===== src/rtl/mux_scan_reg.sv =====
// mux_scan_reg: registered N-channel data selector with manual and scan modes.
//
// Manual mode presents the channel picked by sel one cycle later; scan mode
// walks through the channels on its own, spending max(dwell,1) cycles on each.
// The selector sits between a bank of parallel sources and a single consumer.
//
// Optional feature (macro MUX_SKIP_EN): adds skip_mask so that scan mode
// visits only unmasked channels. With the macro undefined every channel is
// visited and the port is absent.
//
// Ports:
//   clk        system clock, rising edge
//   rst        asynchronous active-high reset
//   data_in    CHANNELS*WIDTH bits, channel k at [k*WIDTH +: WIDTH]
//   sel        manual channel select
//   en         block enable
//   mode       0 = manual, 1 = scan
//   dwell      cycles per channel in scan mode (0 behaves as 1)
//   skip_mask  (MUX_SKIP_EN only) bit k = 1 removes channel k from the scan
//   q          registered selected data
//   q_valid    q holds a fresh sample
//   cur_ch     channel currently presented on q
//   sel_err    manual select was out of range
//   scan_wrap  one-cycle pulse when the scan wraps back to the start
module mux_scan_reg #(
    parameter int unsigned       WIDTH       = 4,
    parameter int unsigned       CHANNELS    = 4,
    parameter int unsigned       SEL_W       = 4,
    parameter int unsigned       DWELL_W     = 8,
    parameter logic [WIDTH-1:0]  DEFAULT_VAL = '0
) (
    input  logic                      clk,
    input  logic                      rst,
    input  logic [CHANNELS*WIDTH-1:0] data_in,
    input  logic [SEL_W-1:0]          sel,
    input  logic                      en,
    input  logic                      mode,
    input  logic [DWELL_W-1:0]        dwell,
`ifdef MUX_SKIP_EN
    input  logic [CHANNELS-1:0]       skip_mask,
`endif
    output logic [WIDTH-1:0]          q,
    output logic                      q_valid,
    output logic [SEL_W-1:0]          cur_ch,
    output logic                      sel_err,
    output logic                      scan_wrap
);

    localparam int unsigned NSEL = 2 ** SEL_W;
    localparam int unsigned SW1  = SEL_W + 1;

    typedef enum logic [1:0] {
        IDLE   = 2'd0,
        MANUAL = 2'd1,
        SCAN   = 2'd2
    } state_t;

    state_t               state, state_n;
    logic [DWELL_W-1:0]   cnt, cnt_n;
    logic [WIDTH-1:0]     q_n;
    logic                 q_valid_n;
    logic [SEL_W-1:0]     cur_ch_n;
    logic                 sel_err_n;
    logic                 scan_wrap_n;

    logic [WIDTH-1:0]     chan [NSEL];
    logic                 sel_ok;
    logic [DWELL_W-1:0]   dwell_m1;
    logic [SEL_W-1:0]     adv_ch;
    logic                 adv_wrap;
    logic [SEL_W-1:0]     first_ch;
    logic                 any_ch;

    // Channel table padded to the full select range so any code indexes safely.
    for (genvar k = 0; k < NSEL; k++) begin : g_chan
        if (k < CHANNELS) begin : g_in
            assign chan[k] = data_in[k*WIDTH +: WIDTH];
        end else begin : g_pad
            assign chan[k] = DEFAULT_VAL;
        end
    end

    assign sel_ok   = 32'(sel) < CHANNELS;
    assign dwell_m1 = (dwell == '0) ? '0 : dwell - DWELL_W'(1);

`ifdef MUX_SKIP_EN
    logic [NSEL-1:0]  skip_ext;
    logic [SW1-1:0]   sum;
    logic [SEL_W-1:0] cand;
    logic             found;

    for (genvar k = 0; k < NSEL; k++) begin : g_skip
        if (k < CHANNELS) begin : g_in
            assign skip_ext[k] = skip_mask[k];
        end else begin : g_pad
            assign skip_ext[k] = 1'b1;
        end
    end

    // Next unmasked channel above cur_ch (wrapping) and lowest unmasked channel.
    always_comb begin : p_next_ch
        adv_ch   = cur_ch;
        adv_wrap = 1'b0;
        first_ch = '0;
        any_ch   = ~(&skip_ext);
        found    = 1'b0;
        sum      = '0;
        cand     = '0;
        for (int unsigned i = 1; i <= CHANNELS; i++) begin
            sum  = {1'b0, cur_ch} + SW1'(i);
            cand = (sum >= SW1'(CHANNELS)) ? SEL_W'(sum - SW1'(CHANNELS)) : SEL_W'(sum);
            if (!found && !skip_ext[cand]) begin
                found    = 1'b1;
                adv_ch   = cand;
                adv_wrap = (sum >= SW1'(CHANNELS));
            end
        end
        for (int unsigned i = CHANNELS; i > 0; i--) begin
            if (!skip_ext[SEL_W'(i - 1)]) begin
                first_ch = SEL_W'(i - 1);
            end
        end
    end
`else
    // Plain ascending walk over every channel.
    always_comb begin : p_next_ch
        adv_wrap = (cur_ch >= SEL_W'(CHANNELS - 1));
        adv_ch   = adv_wrap ? '0 : cur_ch + SEL_W'(1);
        first_ch = '0;
        any_ch   = 1'b1;
    end
`endif

    // Next state and next register values; the target state decides the update.
    always_comb begin : p_next
        state_n     = IDLE;
        q_n         = q;
        q_valid_n   = 1'b0;
        cur_ch_n    = cur_ch;
        sel_err_n   = 1'b0;
        scan_wrap_n = 1'b0;
        cnt_n       = '0;

        if (en) begin
            state_n = mode ? SCAN : MANUAL;
        end

        case (state_n)
            MANUAL: begin
                cur_ch_n  = sel;
                q_n       = sel_ok ? chan[sel] : DEFAULT_VAL;
                sel_err_n = ~sel_ok;
                q_valid_n = 1'b1;
            end
            SCAN: begin
                if (state != SCAN) begin
                    cur_ch_n = first_ch;
                end else if (cnt >= dwell_m1) begin
                    // >= so a dwell shortened below the running count advances at once
                    cur_ch_n    = adv_ch;
                    scan_wrap_n = adv_wrap;
                end else begin
                    cnt_n = cnt + DWELL_W'(1);
                end
                // q follows the channel cur_ch will show, keeping the pair aligned
                if (any_ch) begin
                    q_n       = chan[cur_ch_n];
                    q_valid_n = 1'b1;
                end else begin
                    q_n         = DEFAULT_VAL;
                    scan_wrap_n = 1'b0;
                end
            end
            default: begin
            end
        endcase
    end

    // State and output registers.
    always_ff @(posedge clk or posedge rst) begin
        if (rst) begin
            state     <= IDLE;
            cnt       <= '0;
            q         <= DEFAULT_VAL;
            q_valid   <= 1'b0;
            cur_ch    <= '0;
            sel_err   <= 1'b0;
            scan_wrap <= 1'b0;
        end else begin
            state     <= state_n;
            cnt       <= cnt_n;
            q         <= q_n;
            q_valid   <= q_valid_n;
            cur_ch    <= cur_ch_n;
            sel_err   <= sel_err_n;
            scan_wrap <= scan_wrap_n;
        end
    end

endmodule


===== config.mk =====
export PLATFORM = sky130hd
export DESIGN_NAME = mux_scan_reg
export DESIGN_NICKNAME = d
export VERILOG_FILES = /design/src/rtl/mux_scan_reg.sv
export SDC_FILE = /design/constraint.sdc
export NUM_CORES = 1
export LEC_CHECK = 0
export ABC_AREA = 1
export BUFFER_PORTS_ARGS = -buffer_cell sky130_fd_sc_hd__buf_2
export CORE_MARGIN = 2
export CORE_UTILIZATION = 45
export DETAILED_ROUTE_END_ITERATION = 8
export PLACE_DENSITY = 0.81
export REMOVE_ABC_BUFFERS = 1
export SLEW_MARGIN = 0
export SYNTH_ARGS = -nofsm -noshare
export SYNTH_HDL_FRONTEND = slang
export SYNTH_SLANG_ARGS = --single-unit

===== constraint.sdc =====
create_clock -name clk -period 1.8 [get_ports clk]
set_input_delay 0.36 -clock clk [delete_from_list [all_inputs] [get_ports clk]]
set_output_delay 0.36 -clock clk [all_outputs]
set_load 0.01 [all_outputs]

==> flow_metrics.env, run 1 <==
export IMPL_status="finished, violations left"
export IMPL_violations="setup timing"
export IMPL_stdcell_count=357
export IMPL_irDropWorstVdd_uv=320.2
export IMPL_cp_cell_sequence="buf_8 -> nor2_4 -> nand2_2 -> nor2_4 -> inv_2 -> nor3_4 -> nor2_1 -> a21oi_1 -> ha_1 -> a21o_1 -> nor2_4 -> nand2_4 -> nand2_4 -> nand3_4 -> nand2_2 -> nand3_2 -> nand2_1 -> nand2_1 -> nand2_1"
export IMPL_fill_cells=344
export IMPL_critPathTopFamily="simple AND/OR/NAND/NOR gates"
export IMPL_syn_avg_cell_area_um2=6.938
export IMPL_ys_warn_count=0
export IMPL_dp_cells=347
export IMPL_worst_slew_pin_slew_ns=0.3788
export IMPL_yosysSeqAreaShare_pct=31.30
export IMPL_start_util_pct=46.21
export IMPL_crit_type="in2reg"
export IMPL_h_tree_depth=1
export IMPL_finalSetupViolCount=17
export IMPL_cts_sinks=21
export IMPL_fp_dieArea_um2=4236
export IMPL_crit_fanout=6
export IMPL_placementRows=22
export IMPL_yosys_area_top_type="dfrtp_1"
export IMPL_place_ws_ns=-0.8561
export IMPL_ys_ff_latch=21
export IMPL_grt_use_total_pct=21.33
export IMPL_synth_most_common_cell="inv_1"
export IMPL_end_kind="flip-flop"
export IMPL_wl_per_cell_um=12.24
export IMPL_cts_made_buffers=3
export IMPL_fin_skew_ns=0.003246
export IMPL_ant_nets=0
export IMPL_grt_max_degree=22
export IMPL_slew_headroom_pct=74.72
export IMPL_period_share_pct=130.1
export IMPL_placed_cell_area_um2=2069
export IMPL_cp_required_ns=2.00
export IMPL_synth_top_flop_cell="dfrtp_1"
export IMPL_worst_path_max_delay_cell="ha_1"
export IMPL_hold_buffers=0
export IMPL_clk_path_buf_depth=2
export IMPL_syn_area_um2=1679
export IMPL_core_um2=3633
export IMPL_area_growth_pct=38.08
export IMPL_finalMaxSlewViolations=0
export IMPL_finalHoldViolCount=0
export IMPL_leakage_nw=1.291
export IMPL_drt_initial_drc_count=103
export IMPL_antenna_found_initial=0
export IMPL_dieHeight_um=65.09
export IMPL_port_buffers=42
export IMPL_grt_pass1_wl_mm=7.120
export IMPL_synth_top_cell_area_share_pct=31.30
export IMPL_vias_per_cell=5.154
export IMPL_synth_async_reset_ratio_pct=100.0
export IMPL_finalInstanceArea_um2=2318
export IMPL_synth_common_cells="inv_1 (53), nand2_1 (50), dfrtp_1 (21), nor2_1 (21), nand3_1 (16)"
export IMPL_clock_latency_ns=0.26
export IMPL_via_count=1840
export IMPL_drive_gt1_share_pct=33.33
export IMPL_place_congestion=0.7985
export IMPL_crit_buf_inv=2
export IMPL_path_clk_slew_ns=0.08
export IMPL_drcViolationCount=0
export IMPL_setup_slack_ns=-0.5416
export IMPL_rsz0062_at_grt="yes"
export IMPL_max_freq_ghz=0.4271
export IMPL_cpPeakStageDelay_ns=0.26
export IMPL_synth_cells=242
export IMPL_synth_area_leaders="dfrtp_1 (31%), inv_1 (12%), nand2_1 (11%)"
export IMPL_drtPass1Iterations=4
export IMPL_wl_mm=4.369
export IMPL_synth_edf_count=0
export IMPL_finalSetupTns_ns=-7.380
export IMPL_hold_class="in2async"
export IMPL_die_w_um=65.09
export IMPL_post_route_min_period_ns=2.342
export IMPL_powerDensity_nw_per_um2=499.1
export IMPL_cts_tree="yes"
export IMPL_ios=43
export IMPL_dp_hpwl_mm=3.134
export IMPL_startpoint_type="input pin"
export IMPL_synth_cell_types=31
export IMPL_overflow=0
export IMPL_fin_nets=353
export IMPL_finalPower_mw=1.157
export IMPL_arrival_ns=2.54
export IMPL_drv_cap=0
export IMPL_cts_root_buf="clkbuf_8"
export IMPL_antenna_cells=0
export IMPL_grt_pass1_vias=1717
-- cells by family (layout without fill, tap and decap cells) --
logic type / Yosys count / in the layout / synth area share (%)
simple gates: 113 / 115 / 32.49
compound gates: 36 / 36 / 12.67
buf+inv: 56 / 121 / 12.74
flops: 21 / 21 / 31.30
xor+xnor: 5 / 5 / 2.608
fa+ha+maj: 11 / 11 / 8.197
-- worst register-to-register path, cell delays in order, from the launching register on --
cell and delay (ns):
dfrtp_1 0.42, ha_1 0.32, a21oi_1 0.14, nor2_1 0.08
nor2_4 0.16, nand2_4 0.11, nand2_4 0.12, nand3_4 0.12
nand2_2 0.10, nand3_2 0.08, nand2_1 0.08, nand2_1 0.05
nand2_1 0.07
-- worst paths after layout --
path	from	to	slack, ns	depth (start not counted)
worst max register to register	cnt[5]	q[2]	-0.09	12
min in group clk	en	q_valid	0.26	1
worst min register to register	cur_ch[3]	cur_ch[3]	0.54	2
worst min-delay path	rst	cur_ch[3]	0.11	3
worst max-delay path	dwell[1]	q[2]	-0.54	19
max in group asynchronous	rst	cnt[5]	1.47	3
-- cell usage in the layout (no fill, tap or decap), drive strengths merged --
cell type / synthesis / final
inv: 53 / 53
dfrtp: 21 / 21
o31ai: 5 / 5
nor3: 1 / 1
a21o: 1 / 1
o21ai: 14 / 14
o21bai: 1 / 1
clkinvlp: 0 / 1
o221ai: 2 / 2
clkbuf: 2 / 3
xnor2: 1 / 1
xor2: 4 / 4
nor3b: 1 / 1
nand4: 8 / 8
nand3: 20 / 21
a21boi: 1 / 1
buf: 1 / 64
nand2: 53 / 54
or2: 1 / 1
a31oi: 1 / 1
nor4: 1 / 1
nor2: 25 / 25
nand3b: 3 / 3
a21oi: 11 / 11
ha: 11 / 11
-- flip-flops by register name (all words and copies together) (netlist names) --
register / count
q_valid: 1
q: 4
cur_ch: 4
cnt: 8
scan_wrap: 1
sel_err: 1
state: 2
-- routing by layer --
layer | track usage, % | vias to the layer above | routed length (um)
met1 | 24.92 | 836 | 1777
li1 | - | 918 | -
met4 | 7.031 | 0 | 58
met2 | 40.34 | 77 | 2284
met5 | 0 | - | 0
met3 | 2.257 | 9 | 249
-- through the flow --
stage / hold WS, ns / utilization (%)
floorplan: 0.3365 / -
global placement: 0.4044 / 56.96
detailed placement: 0.4050 / 56.96
CTS: 0.1153 / 62.09
global route: 0.1507 / 63.81
finish: 0.1107 / 63.81
-- timing repair --
action	CTS	global route
gates resized for setup	26	10
hold endpoints to repair	0	0
pin swaps	9	19
gates cloned	1	1
setup endpoints to repair	17	17
setup buffers	2	2
-- power by group --
group          switching, mW  leakage [nW]  internal, mW
registers             0.0157         0.280         0.495
logic                  0.195         0.990         0.135
clock network          0.161        0.0217         0.156
total                  0.371          1.29         0.786
-- final cells by class --
cell class / instances / area (um^2) / share of cell area [%]
clock buffer: 3 / 41.29 / 1.781
clock inverter: 1 / 7.507 / 0.3238
inverter: 53 / 198.9 / 8.581
multi-input combinational: 167 / 1087 / 46.90
sequential: 21 / 525.5 / 22.67
tap: 48 / 60.06 / 2.590
timing repair buffer: 64 / 397.9 / 17.16
(Power assumes the default switching activity.)
==> run 2: changes to the inputs <==
SETUP_SLACK_MARGIN = 0.3   (was not set)
==> flow_metrics.env, run 2 (same netlist as run 1, synthesis figures left out) <==
export IMPL_cts_root_buf="clkbuf_8"
export IMPL_setup_slack_ns=-0.5416
export IMPL_max_freq_ghz=0.4271
export IMPL_ant_nets=0
export IMPL_ios=43
export IMPL_core_um2=3633
export IMPL_worst_path_max_delay_cell="ha_1"
export IMPL_cts_tree="yes"
export IMPL_status="finished, violations left"
export IMPL_place_congestion=0.7985
export IMPL_start_util_pct=46.21
export IMPL_via_count=1840
export IMPL_drt_initial_drc_count=91
export IMPL_grt_pass1_vias=1717
export IMPL_fin_skew_ns=0.003246
export IMPL_overflow=0
export IMPL_reg_top3="cnt: 8 flops, cur_ch: 4 flops, q: 4 flops"
export IMPL_leakage_nw=1.291
export IMPL_wl_per_cell_um=12.24
export IMPL_finalHoldViolCount=0
export IMPL_finalInstanceArea_um2=2318
export IMPL_grt_max_degree=22
export IMPL_finalSetupViolCount=17
export IMPL_wl_met1_mm=1.777
export IMPL_cp_required_ns=2.00
export IMPL_regArea_um2=525.5
export IMPL_finalSetupTns_ns=-7.380
export IMPL_placed_cell_area_um2=2069
export IMPL_crit_type="in2reg"
export IMPL_wl_met2_mm=2.284
export IMPL_area_growth_pct=38.08
export IMPL_crit_fanout=6
export IMPL_place_ws_ns=-0.8561
export IMPL_antenna_cells=0
export IMPL_cp_cell_sequence="buf_8 -> nor2_4 -> nand2_2 -> nor2_4 -> inv_2 -> nor3_4 -> nor2_1 -> a21oi_1 -> ha_1 -> a21o_1 -> nor2_4 -> nand2_4 -> nand2_4 -> nand3_4 -> nand2_2 -> nand3_2 -> nand2_1 -> nand2_1 -> nand2_1"
export IMPL_drtPass1Iterations=4
export IMPL_r2r_cells=12
export IMPL_drv_cap=0
export IMPL_rsz0062_at_grt="yes"
export IMPL_grt_pass1_wl_mm=7.120
export IMPL_end_kind="flip-flop"
export IMPL_post_route_min_period_ns=2.342
export IMPL_largest_register="cnt"
export IMPL_placementRows=22
export IMPL_slew_headroom_pct=74.72
export IMPL_die_w_um=65.09
export IMPL_h_tree_depth=1
export IMPL_violations="setup timing"
export IMPL_fp_dieArea_um2=4236
export IMPL_highest_layer="met4"
export IMPL_period_share_pct=130.1
export IMPL_fill_cells=344
export IMPL_dp_hpwl_mm=3.134
export IMPL_rrSetupSlack_ns=-0.09
export IMPL_vias_per_cell=5.154
export IMPL_drive_gt1_share_pct=33.33
export IMPL_hold_buffers=0
export IMPL_antenna_found_initial=0
export IMPL_powerDensity_nw_per_um2=499.1
export IMPL_hold_worst_slack_ns=0.1107
export IMPL_finalMaxSlewViolations=0
export IMPL_grt_use_total_pct=21.33
export IMPL_fin_nets=353
export IMPL_worst_slew_pin_slew_ns=0.3788
export IMPL_multi_input_area_um2=1087
export IMPL_layout_common_cells="inv_1 (50), nand2_1 (44), buf_2 (39)"
export IMPL_arrival_ns=2.54
export IMPL_irDropWorstVdd_uv=320.2
export IMPL_r2r_start="cnt[5]"
export IMPL_drcViolationCount=0
export IMPL_hold_class="in2async"
export IMPL_wl_mm=4.369
export IMPL_clk_path_buf_depth=2
export IMPL_worstReg2RegEnd="q[2]"
export IMPL_path_clk_slew_ns=0.08
export IMPL_startpoint_type="input pin"
export IMPL_cts_made_buffers=3
export IMPL_clock_latency_ns=0.26
export IMPL_route_met3_wl_um=249
export IMPL_largest_reg_flops=8
export IMPL_dieHeight_um=65.09
export IMPL_utilization_pct=63.81
export IMPL_port_buffers=42
export IMPL_cpPeakStageDelay_ns=0.26
export IMPL_final_common_cell="inv_1"
export IMPL_cts_sinks=21
## run 2: worst max-delay path by stage
stage | end | start | slack [ns] | depth (start not counted)
4_1_cts | q[1] | dwell[1] | -0.41 | 19
2_1_floorplan | q[0] | dwell[0] | -0.54 | 19
5_1_grt | q[2] | dwell[1] | -0.70 | 19
3_3_place_gp | q[0] | dwell[1] | -0.87 | 19
6_report | q[2] | dwell[1] | -0.54 | 19
3_5_place_dp | q[0] | dwell[1] | -0.86 | 19
## run 2: layout make-up
cell class	instances	share of cell area, %
Tap cell	48	2.590
Inverter	53	8.581
Multi-Input combinational cell	167	46.90
Sequential cell	21	22.67
Timing Repair Buffer	64	17.16
Clock inverter	1	0.3238
Clock buffer	3	1.781
## run 2: layer usage
layer	global-route usage, %	vias to the layer above
met5	0	-
met4	7.031	0
met3	2.257	9
met2	40.34	77
met1	24.92	836
li1	-	918
## run 2: where the power goes
part	total, mW	switching [mW]	internal (mW)
combinational	0.330	0.195	0.135
sequential	0.510	0.0157	0.495
clock	0.317	0.161	0.156
## run 2: what timing repair did
item / in CTS / in global routing
cloned: 1 / 1
resized for setup: 26 / 10
buffers inserted: 2 / 2
pin swaps: 9 / 19
setup endpoints to repair: 17 / 17
## run 2: stage by stage
step	total power [mW]	cells
2_1_floorplan	0.6793	239
3_3_place_gp	0.7950	347
3_5_place_dp	0.8011	347
4_1_cts	1.150	354
5_1_grt	1.230	357
6_report	1.157	357
## run 2: critical path: cells and delay by family
| kind | cells | cell delay [ns] |
|---|---|---|
| simple gates | 14 | 1.44 |
| buf+inv | 2 | 0.16 |
| fa+ha+maj | 1 | 0.26 |
| compound gates | 2 | 0.32 |
